--- src/rtl/mux8_rr_arbiter_if.sv ---
// Bundle of request/data inputs and grant/forwarded-data outputs shared
// between the eight requesters, the downstream sink and the arbiter.
interface mux8_rr_arbiter_if;
    logic [7:0] req;
    logic [7:0] din;
    logic       out_ready;
    logic [7:0] gnt;
    logic [2:0] sel;
    logic       y;
    logic       out_valid;
    logic       busy;

    // Requester/sink side drives requests, data and ready.
    modport master (
        output req, din, out_ready,
        input  gnt, sel, y, out_valid, busy
    );

    // Arbiter side.
    modport slave (
        input  req, din, out_ready,
        output gnt, sel, y, out_valid, busy
    );
endinterface

--- src/rtl/mux8_rr_arbiter.sv ---
// Round-robin arbiter steering an 8:1 one-bit mux onto a valid/ready sink,
// with each grant capped at MAX_BURST transfers.
module mux8_rr_arbiter #(
    parameter int MAX_BURST = 4
) (
    input  logic                  clk,
    input  logic                  rst,
    mux8_rr_arbiter_if.slave      bus,
    output logic                  dbg_state,
    output logic [2:0]            dbg_ptr,
    output logic [3:0]            dbg_cnt
);
    typedef enum logic {IDLE = 1'b0, GRANT = 1'b1} state_t;

    localparam logic [3:0] LAST = 4'(MAX_BURST - 1);

    state_t     state, state_n;
    logic [7:0] gnt, gnt_n;
    logic [2:0] sel, sel_n;
    logic [2:0] ptr, ptr_n;
    logic [3:0] cnt, cnt_n;

    logic       out_valid;
    logic       xfer;
    logic       release_now;
    logic [2:0] start;
    logic [3:0] pick_res;

    // Returns {found, index} of the first set bit at or after start, mod 8.
    function automatic logic [3:0] pick(input logic [7:0] r, input logic [2:0] s);
        logic [3:0] res;
        logic [2:0] idx;
        res = '0;
        for (int i = 7; i >= 0; i--) begin
            idx = s + 3'(i);
            if (r[idx]) res = {1'b1, idx};
        end
        return res;
    endfunction

    // Handshake: a transfer happens on an edge where out_valid && out_ready;
    // out_valid depends only on state and req[sel], never on out_ready.
    assign out_valid   = (state == GRANT) && bus.req[sel];
    assign xfer        = out_valid && bus.out_ready;
    assign release_now = (state == GRANT) && (!bus.req[sel] || (xfer && cnt == LAST));
    assign start       = release_now ? sel + 3'd1 : ptr;
    assign pick_res    = pick(bus.req, start);

    always_comb begin
        state_n = state;
        gnt_n   = gnt;
        sel_n   = sel;
        ptr_n   = ptr;
        cnt_n   = cnt;
        case (state)
            IDLE: begin
                gnt_n = '0;
                if (pick_res[3]) begin
                    sel_n   = pick_res[2:0];
                    gnt_n   = 8'b1 << pick_res[2:0];
                    cnt_n   = '0;
                    state_n = GRANT;
                end
            end
            GRANT: begin
                if (release_now) begin
                    ptr_n = sel + 3'd1;
                    if (pick_res[3]) begin
                        sel_n = pick_res[2:0];
                        gnt_n = 8'b1 << pick_res[2:0];
                        cnt_n = '0;
                    end else begin
                        gnt_n   = '0;
                        state_n = IDLE;
                    end
                end else if (xfer) begin
                    cnt_n = cnt + 4'd1;
                end
            end
            default: state_n = IDLE;
        endcase
    end

    always_ff @(posedge clk or posedge rst) begin
        if (rst) begin
            state <= IDLE;
            gnt   <= '0;
            sel   <= '0;
            ptr   <= '0;
            cnt   <= '0;
        end else begin
            state <= state_n;
            gnt   <= gnt_n;
            sel   <= sel_n;
            ptr   <= ptr_n;
            cnt   <= cnt_n;
        end
    end

    assign bus.gnt       = gnt;
    assign bus.sel       = sel;
    assign bus.out_valid = out_valid;
    assign bus.y         = out_valid & bus.din[sel];
    assign bus.busy      = (state == GRANT);

    assign dbg_state = state;
    assign dbg_ptr   = ptr;
    assign dbg_cnt   = cnt;
endmodule

--- src/flat_wrapper.sv ---
// flat-port wrapper written by rule: the top's interface ports become plain ports
module mux8_rr_arbiter_flat 
#(
    parameter int MAX_BURST = 4
)
  (clk, rst, dbg_state, dbg_ptr, dbg_cnt, bus_req, bus_din, bus_out_ready, bus_gnt, bus_sel, bus_y, bus_out_valid, bus_busy);
  mux8_rr_arbiter_if bus_i ();
  input  logic clk;
  input  logic rst;
  output logic dbg_state;
  output logic [2:0] dbg_ptr;
  output logic [3:0] dbg_cnt;
  input wire logic [$bits(bus_i.req)-1:0] bus_req;
  input wire logic [$bits(bus_i.din)-1:0] bus_din;
  input wire logic [$bits(bus_i.out_ready)-1:0] bus_out_ready;
  output wire logic [$bits(bus_i.gnt)-1:0] bus_gnt;
  output wire logic [$bits(bus_i.sel)-1:0] bus_sel;
  output wire logic [$bits(bus_i.y)-1:0] bus_y;
  output wire logic [$bits(bus_i.out_valid)-1:0] bus_out_valid;
  output wire logic [$bits(bus_i.busy)-1:0] bus_busy;
  assign bus_i.req = bus_req;
  assign bus_i.din = bus_din;
  assign bus_i.out_ready = bus_out_ready;
  assign bus_gnt = bus_i.gnt;
  assign bus_sel = bus_i.sel;
  assign bus_y = bus_i.y;
  assign bus_out_valid = bus_i.out_valid;
  assign bus_busy = bus_i.busy;
  mux8_rr_arbiter #(.MAX_BURST(MAX_BURST)) u_core (.clk(clk), .rst(rst), .bus(bus_i), .dbg_state(dbg_state), .dbg_ptr(dbg_ptr), .dbg_cnt(dbg_cnt));
endmodule
--- config.mk ---
export PLATFORM = sky130hd
export DESIGN_NAME = mux8_rr_arbiter_flat
export DESIGN_NICKNAME = d
export VERILOG_FILES = /design/src/rtl/mux8_rr_arbiter_if.sv /design/src/rtl/mux8_rr_arbiter.sv /design/src/flat_wrapper.sv
export SDC_FILE = /design/constraint.sdc
export NUM_CORES = 1
export LEC_CHECK = 0
export CAP_MARGIN = 20
export CELL_PAD_IN_SITES_DETAIL_PLACEMENT = 1
export CELL_PAD_IN_SITES_GLOBAL_PLACEMENT = 1
export CORE_MARGIN = 1.5
export CORE_UTILIZATION = 44
export CTS_CLUSTER_DIAMETER = 120
export DETAILED_ROUTE_END_ITERATION = 10
export DONT_BUFFER_PORTS = 1
export PLACE_DENSITY_LB_ADDON = 0.1
export SYNTH_ARGS = -nofsm -noshare
export SYNTH_HDL_FRONTEND = slang
export SYNTH_SLANG_ARGS = --single-unit
--- constraint.sdc ---
create_clock -name clk -period 4.49 [get_ports clk]
set_input_delay 0.449 -clock clk [delete_from_list [all_inputs] [get_ports clk]]
set_output_delay 0.449 -clock clk [all_outputs]
set_load 0.05 [all_outputs]
# [After elaboration in Yosys (flattened, before gate mapping)]
# Index checks and enable logic that the tools add are counted.
# W data, S select, Z words.
[totals] ff_bits=19 out_inout_bits=22 wordCells=77
[op_classes] add_sub_neg=9 order_cmp=9 eq_ne=3 shift=1 mux=42 bitwise_logic=2 reduce_logical=6
[op_table] op="$mux W4" count=11
[op_table] op="$lt A3 B4 Y1 const B" count=9
[op_table] op="$bmux W1 S3" count=10
[op_table] op="$mux W8" count=2
[op_table] op="$pmux W8 S2" count=1
[op_table] op="$add A3 B3 Y3 const B" count=4
[op_table] op="$mux W1" count=12
[op_table] op="$mux W3" count=3
[op_table] op="$pmux W4 S2" count=1
[op_table] op="$shl A1 B3 Y8 const A" count=1
[op_table] op="$add A3 B1 Y3 const B" count=2
[op_table] op="$add A3 B2 Y3 const B" count=2
[op_table] op="$pmux W3 S2" count=1
[op_table] op="$add A4 B1 Y4 const B" count=1
[op_table] op="$eq A4 B2 Y1 const B" count=1
[op_table] op="$logic_and A1 B1 Y1" count=4
[op_table] op="$ne A3 B3 Y1 const B" count=1
[op_table] op="$ne A2 B2 Y1 const B" count=1
[op_table] op="$pmux W1 S2" count=1
[op_table] op="$and A1 B1 Y1" count=1
[op_table] op="$logic_not A1 Y1" count=1
[op_table] op="$logic_or A1 B1 Y1" count=1
[op_table] op="$not A1 Y1" count=1

# [Depth between registers and ports, before layout]
[depth] word_depth=23 mapped_depth=18 depth_no_buf=17

# [Least setup slack after synthesis]
# OpenSTA, ideal clock, no wires.
[synth_timing] kind="flip-flop to flip-flop" startpoint="reg u_core.sel[0] (netlist: u_core.bus.sel[0])" endpoint="reg u_core.gnt[5] (netlist: u_core.bus.gnt[5])" setup_time_ns=0.077 arrival_time_ns=4.648 slack_ns=-0.236 path_stages_with_launch=19 n_path_buf=2 period_less_slack_ns=4.726 path_cell_list="dfrtp_1 > buf_6 > mux4_2 > mux2i_4 > o21ai_4 > mux2_2 > inv_1 > buf_4 > ha_1 > nand2b_1 > nor2_1 > o21a_1 > nor3_2 > mux2_2 > mux2i_1 > nor3b_2 > a22oi_2 > or3b_1 > o21ai_1"
[synth_between] elab_chain_cells=23
[synth_lines] element="from (decl)" line="mux8_rr_arbiter.sv:19" text="logic [2:0] sel, sel_n;"
[synth_lines] element="from (signal assigned)" line="mux8_rr_arbiter.sv:94" text="sel <= sel_n;"
[synth_lines] element="$bmux W1 S3" line="mux8_rr_arbiter.sv:43, mux8_rr_arbiter.sv:45"
[synth_lines] element="$mux W1 (implied by the code)" line="mux8_rr_arbiter.sv:43, mux8_rr_arbiter.sv:45"
[synth_lines] element="$logic_and A1 B1 Y1" line="mux8_rr_arbiter.sv:43" text="assign out_valid = (state == GRANT) && bus.req[sel];"
[synth_lines] element="$logic_and A1 B1 Y1" line="mux8_rr_arbiter.sv:44" text="assign xfer = out_valid && bus.out_ready;"
[synth_lines] element="$logic_and A1 B1 Y1" line="mux8_rr_arbiter.sv:45" text="assign release_now = (state == GRANT) && (!bus.req[sel] || (xfer && cnt == LAST));"
[synth_lines] element="$logic_or A1 B1 Y1" line="mux8_rr_arbiter.sv:45"
[synth_lines] element="$logic_and A1 B1 Y1" line="mux8_rr_arbiter.sv:45"
[synth_lines] element="$mux W3" line="mux8_rr_arbiter.sv:46" text="assign start = release_now ? sel + 3'd1 : ptr;"
[synth_lines] element="$add A3 B3 Y3" line="mux8_rr_arbiter.sv:35" text="idx = s + 3'(i);"
[synth_lines] element="$bmux W1 S3" line="mux8_rr_arbiter.sv:36" text="if (r[idx]) res = {1'b1, idx};"
[synth_lines] element="$mux W1 (implied by the code)" line="mux8_rr_arbiter.sv:36"
[synth_lines] element="$mux W4 (8 in series)" line="mux8_rr_arbiter.sv:36"
[synth_lines] element="$shl A1 B3 Y8" line="mux8_rr_arbiter.sv:60, mux8_rr_arbiter.sv:70"
[synth_lines] element="$mux W8" line="mux8_rr_arbiter.sv:58, mux8_rr_arbiter.sv:68"
[synth_lines] element="$mux W8" line="mux8_rr_arbiter.sv:66" text="if (release_now) begin"
[synth_lines] element="$pmux W8 S2" line="mux8_rr_arbiter.sv:55" text="case (state)"
[synth_lines] element="to (signal assigned)" line="mux8_rr_arbiter.sv:93" text="gnt <= gnt_n;"
[synth_lines] element="to (decl)" line="mux8_rr_arbiter.sv:18" text="logic [7:0] gnt, gnt_n;"
# Several ways; a longest one is shown, not always the timed one. The select of a mux whose other input is x is not followed.
# A chain may end at the register's enable or synchronous reset.

# [Final worst setup path]
[layout_timing] startpoint="reg u_core.sel[0] (netlist: u_core.bus.sel[0])" endpoint="reg u_core.gnt[4] (netlist: u_core.bus.gnt[4])"
[layout_between] elab_chain_cells=23
[layout_lines] element="$bmux W1 S3" line="mux8_rr_arbiter.sv:43, mux8_rr_arbiter.sv:45"
[layout_lines] element="$mux W1 (implied by the code)" line="mux8_rr_arbiter.sv:43, mux8_rr_arbiter.sv:45"
[layout_lines] element="$logic_and A1 B1 Y1" line="mux8_rr_arbiter.sv:43"
[layout_lines] element="$logic_and A1 B1 Y1" line="mux8_rr_arbiter.sv:44"
[layout_lines] element="$logic_and A1 B1 Y1" line="mux8_rr_arbiter.sv:45"
[layout_lines] element="$logic_or A1 B1 Y1" line="mux8_rr_arbiter.sv:45"
[layout_lines] element="$logic_and A1 B1 Y1" line="mux8_rr_arbiter.sv:45"
[layout_lines] element="$mux W3 (*)" line="mux8_rr_arbiter.sv:46"
[layout_lines] element="net u_core.start[0]" line="mux8_rr_arbiter.sv:26" text="logic [2:0] start;"
[layout_lines] element="[... 1 more ...]"
[layout_lines] element="$bmux W1 S3" line="mux8_rr_arbiter.sv:36"
[layout_lines] element="$mux W1 (implied by the code)" line="mux8_rr_arbiter.sv:36"
[layout_lines] element="$mux W4 (7 in series)" line="mux8_rr_arbiter.sv:36"
[layout_lines] element="$mux W4 (*)" line="mux8_rr_arbiter.sv:36"
[layout_lines] element="$shl A1 B3 Y8" line="mux8_rr_arbiter.sv:60, mux8_rr_arbiter.sv:70"
[layout_lines] element="$mux W8 (*)" line="mux8_rr_arbiter.sv:58, mux8_rr_arbiter.sv:68"
[layout_lines] element="$mux W8" line="mux8_rr_arbiter.sv:66"
[layout_lines] element="$pmux W8 S2 (*)" line="mux8_rr_arbiter.sv:55"
# The timed path passes the listed nets; every way through them passes the cells marked *. The select of a mux whose other input is x is not followed.

==> impl_metrics.ini <==
[finish]
drive_above_1_share = 0.3031
layout.nets = 311
stdcell_count = 359
layout_common_cells = buf_4, nand2_1, nand3_1
syn_to_final_growth_pct = 11.88
final_util = 0.5059
diodes = 0
fill_cells = 667
layout_commonest_cell = buf_4

[grt]
antenna_found_initial = 0
track_usage = 0.2601
grt_max_degree = 20
overflow = 0
grt_pass1_vias = 2472
grt_pass1_wl_microns = 12650

[placement]
io_buffers = 0
dp_hpwl_microns = 5606
dp_cells = 348
post-place-ws_ps = -46.44
place_congestion = 0.9000

[drt]
drt_wl_total_microns = 7584
wl_per_cell_microns = 21.13
first_iter_violations = 162
first_pass_iters = 4
route.detailed.drc = 0
via_per_inst = 6.446
drtAntennaViolNets = 0
via_count = 2314

[timing]
fin_crit_sh = 0.9533
fin_setup_tns_ps = 0
final.setup_skew_ps = 6.395
setup_viol = 0
rsz0062_at_grt = no
final_max_slew_viol_count = 0
min_period_ps = 4280
tightestPinTransition_ps = 893.2
slew_headroom = 0.4023
fin_ws_ps = 209.6
max_freq_mhz = 233.6
hold_viol_final = 0

[floorplanning]
rows = 27
die_w_microns = 78
io_pins = 41
initial_utilization = 0.4522
design.die.area_sq_um = 6084
core_area_sq_um = 5473
die_h_microns = 78

[yosys]
ys_ff_latch = 19
ys_warn_count = 0
synth_top_area_share = 0.1921
ys_top_cells_by_area = dfrtp_1, mux2i_1, mux2_2
syn_area_sq_um = 2475
synth_edf_count = 0
avgSynthCellArea_sq_um = 9.099
ys_seq_area_frac = 0.1921
synth-async-reset-ratio = 1.000
syn_nets = 295
yosysUniqueCellTypes = 71
synth_cells = 272
yosys.area.top_type = dfrtp_1
synth_ff_type = dfrtp_1

[critical_path]
crit_path_frequent_cell = mux4_2
worst-path-max-fanout = 6
worstSetupStartpointType = flip-flop
slowest_stage = mux4_2
slowest_delay_ps = 550
cp_num_buf_inv = 1
cp.arrival_ps = 4470
ff2ff_setup_slack_ps = 210
cp-end-kind = flip-flop
crit_type = reg -> reg
crit_chain = mux4_2 > mux2i_4 > o21ai_4 > o21a_2 > inv_1 > ha_2 > nand2b_1 > nor2_1 > o21a_1 > or3_4 > mux4_2 > nor3b_2 > a22oi_2 > or3b_1 > o21ai_1
cp.required_ps = 4680
crit_family = multiplexers

[clock_tree]
holdBufCountCts = 0
cts_sinks = 19
cts_made_buffers = 3
clk_pin_slew_ps = 90
clockBufferDepth = 2
clk-insertion-delay-late_ps = 270
htreeDepth = 1
cts_tree = yes
cts_root_buffer = clkbuf_8

[run]
drv_cap = 0

[hold_path]
hold_path.class = in -> async

[run_status]
outcome = completed
routing by layer:
layer | global-route usage | wire length (microns) | up-vias
met5 | 0 | 0 | -
met1 | 0.3382 | 3446 | 1174
li1 | - | - | 1080
met2 | 0.4574 | 3764 | 50
met4 | 0.05357 | 87 | 0
met3 | 0.03647 | 286 | 10
sequential cells by signal (all words and copies together), names as in the netlist:
register         count
u_core.bus.busy      1
u_core.bus.gnt       8
u_core.bus.sel       3
u_core.dbg_cnt       4
u_core.dbg_ptr       3
path summary, 6_finish.rpt:
| path | start | end | depth (start not counted) |
|---|---|---|---|
| max in group asynchronous | rst | u_core.bus.busy$_DFF_PP0_ | 1 |
| min in group clk | bus_out_ready | u_core.dbg_cnt[1]$_DFFE_PP0P_ | 1 |
| worst min-delay path | rst | u_core.bus.gnt[0]$_DFFE_PP0N_ | 1 |
| worst max register to register | u_core.bus.sel[0]$_DFFE_PP0P_ | u_core.bus.gnt[4]$_DFFE_PP0N_ | 15 |
| worst max-delay path | u_core.bus.sel[0]$_DFFE_PP0P_ | u_core.bus.gnt[4]$_DFFE_PP0N_ | 15 |
| worst min register to register | u_core.dbg_cnt[1]$_DFFE_PP0P_ | u_core.dbg_cnt[1]$_DFFE_PP0P_ | 2 |
worst register-to-register path: cells and delay by family (launching register included):
| family | cells | cell delay [ps] |
|---|---|---|
| adders and majority gates | 1 | 250 |
| muxes | 3 | 1270 |
| and+or+nand+nor | 5 | 1270 |
| DFF | 1 | 410 |
| AOI/OAI and AO/OA | 5 | 850 |
| buffers and inverters | 1 | 160 |
synthesized netlist by cell type, types with 3 or more instances:
cell	count
ha_1	4
buf_6	3
buf_2	5
o21a_1	3
mux2i_4	3
nor3b_1	4
o21ai_0	3
clkbuf_1	6
dfrtp_1	19
mux2i_1	23
nand2_1	23
inv_1	10
o21ai_1	7
nor2_1	14
or3_1	6
o311ai_1	3
a211oi_1	3
nand2b_1	9
a22oi_1	8
mux4_2	6
mux2_2	19
a21oi_1	8
nand3_1	22
a22o_1	4
logic make-up after synthesis:
group           share of synthesized area
buf+inv                           0.05662
xor+xnor                          0.01416
mux                                0.2765
compound gates                     0.2316
simple gates                       0.2088
fa+ha+maj                         0.02022
flops                              0.1921
cell type report:
cell class	count	area, sq um	area share
Multi-Input combinational cell	226	1906	0.6882
Clock inverter	1	7.507	0.002711
Sequential cell	19	478.0	0.1726
Tap cell	72	90.09	0.03253
Clock buffer	3	41.29	0.01491
Inverter	11	43.79	0.01582
Timing Repair Buffer	27	202.7	0.07320
repair_timing:
item                       in CTS  in global routing
setup buffers                   1                  6
setup endpoints to repair       3                 14
pin swaps                       1                  3
gates resized for setup         1                  7
gates cloned                    0                  0
per-stage QoR:
step / hold slack (ps) / cell area (sq um)
6_report: 191.9 / 2769
5_1_grt: 265.1 / 2769
3_5_place_dp: 525.5 / 2634
4_1_cts: 221.6 / 2691
3_3_place_gp: 511.9 / 2634
2_1_floorplan: 400.1 / 2484
Power is not shown: default switching activity piles up to over one toggle a cycle in this logic, so the estimate is an artifact.
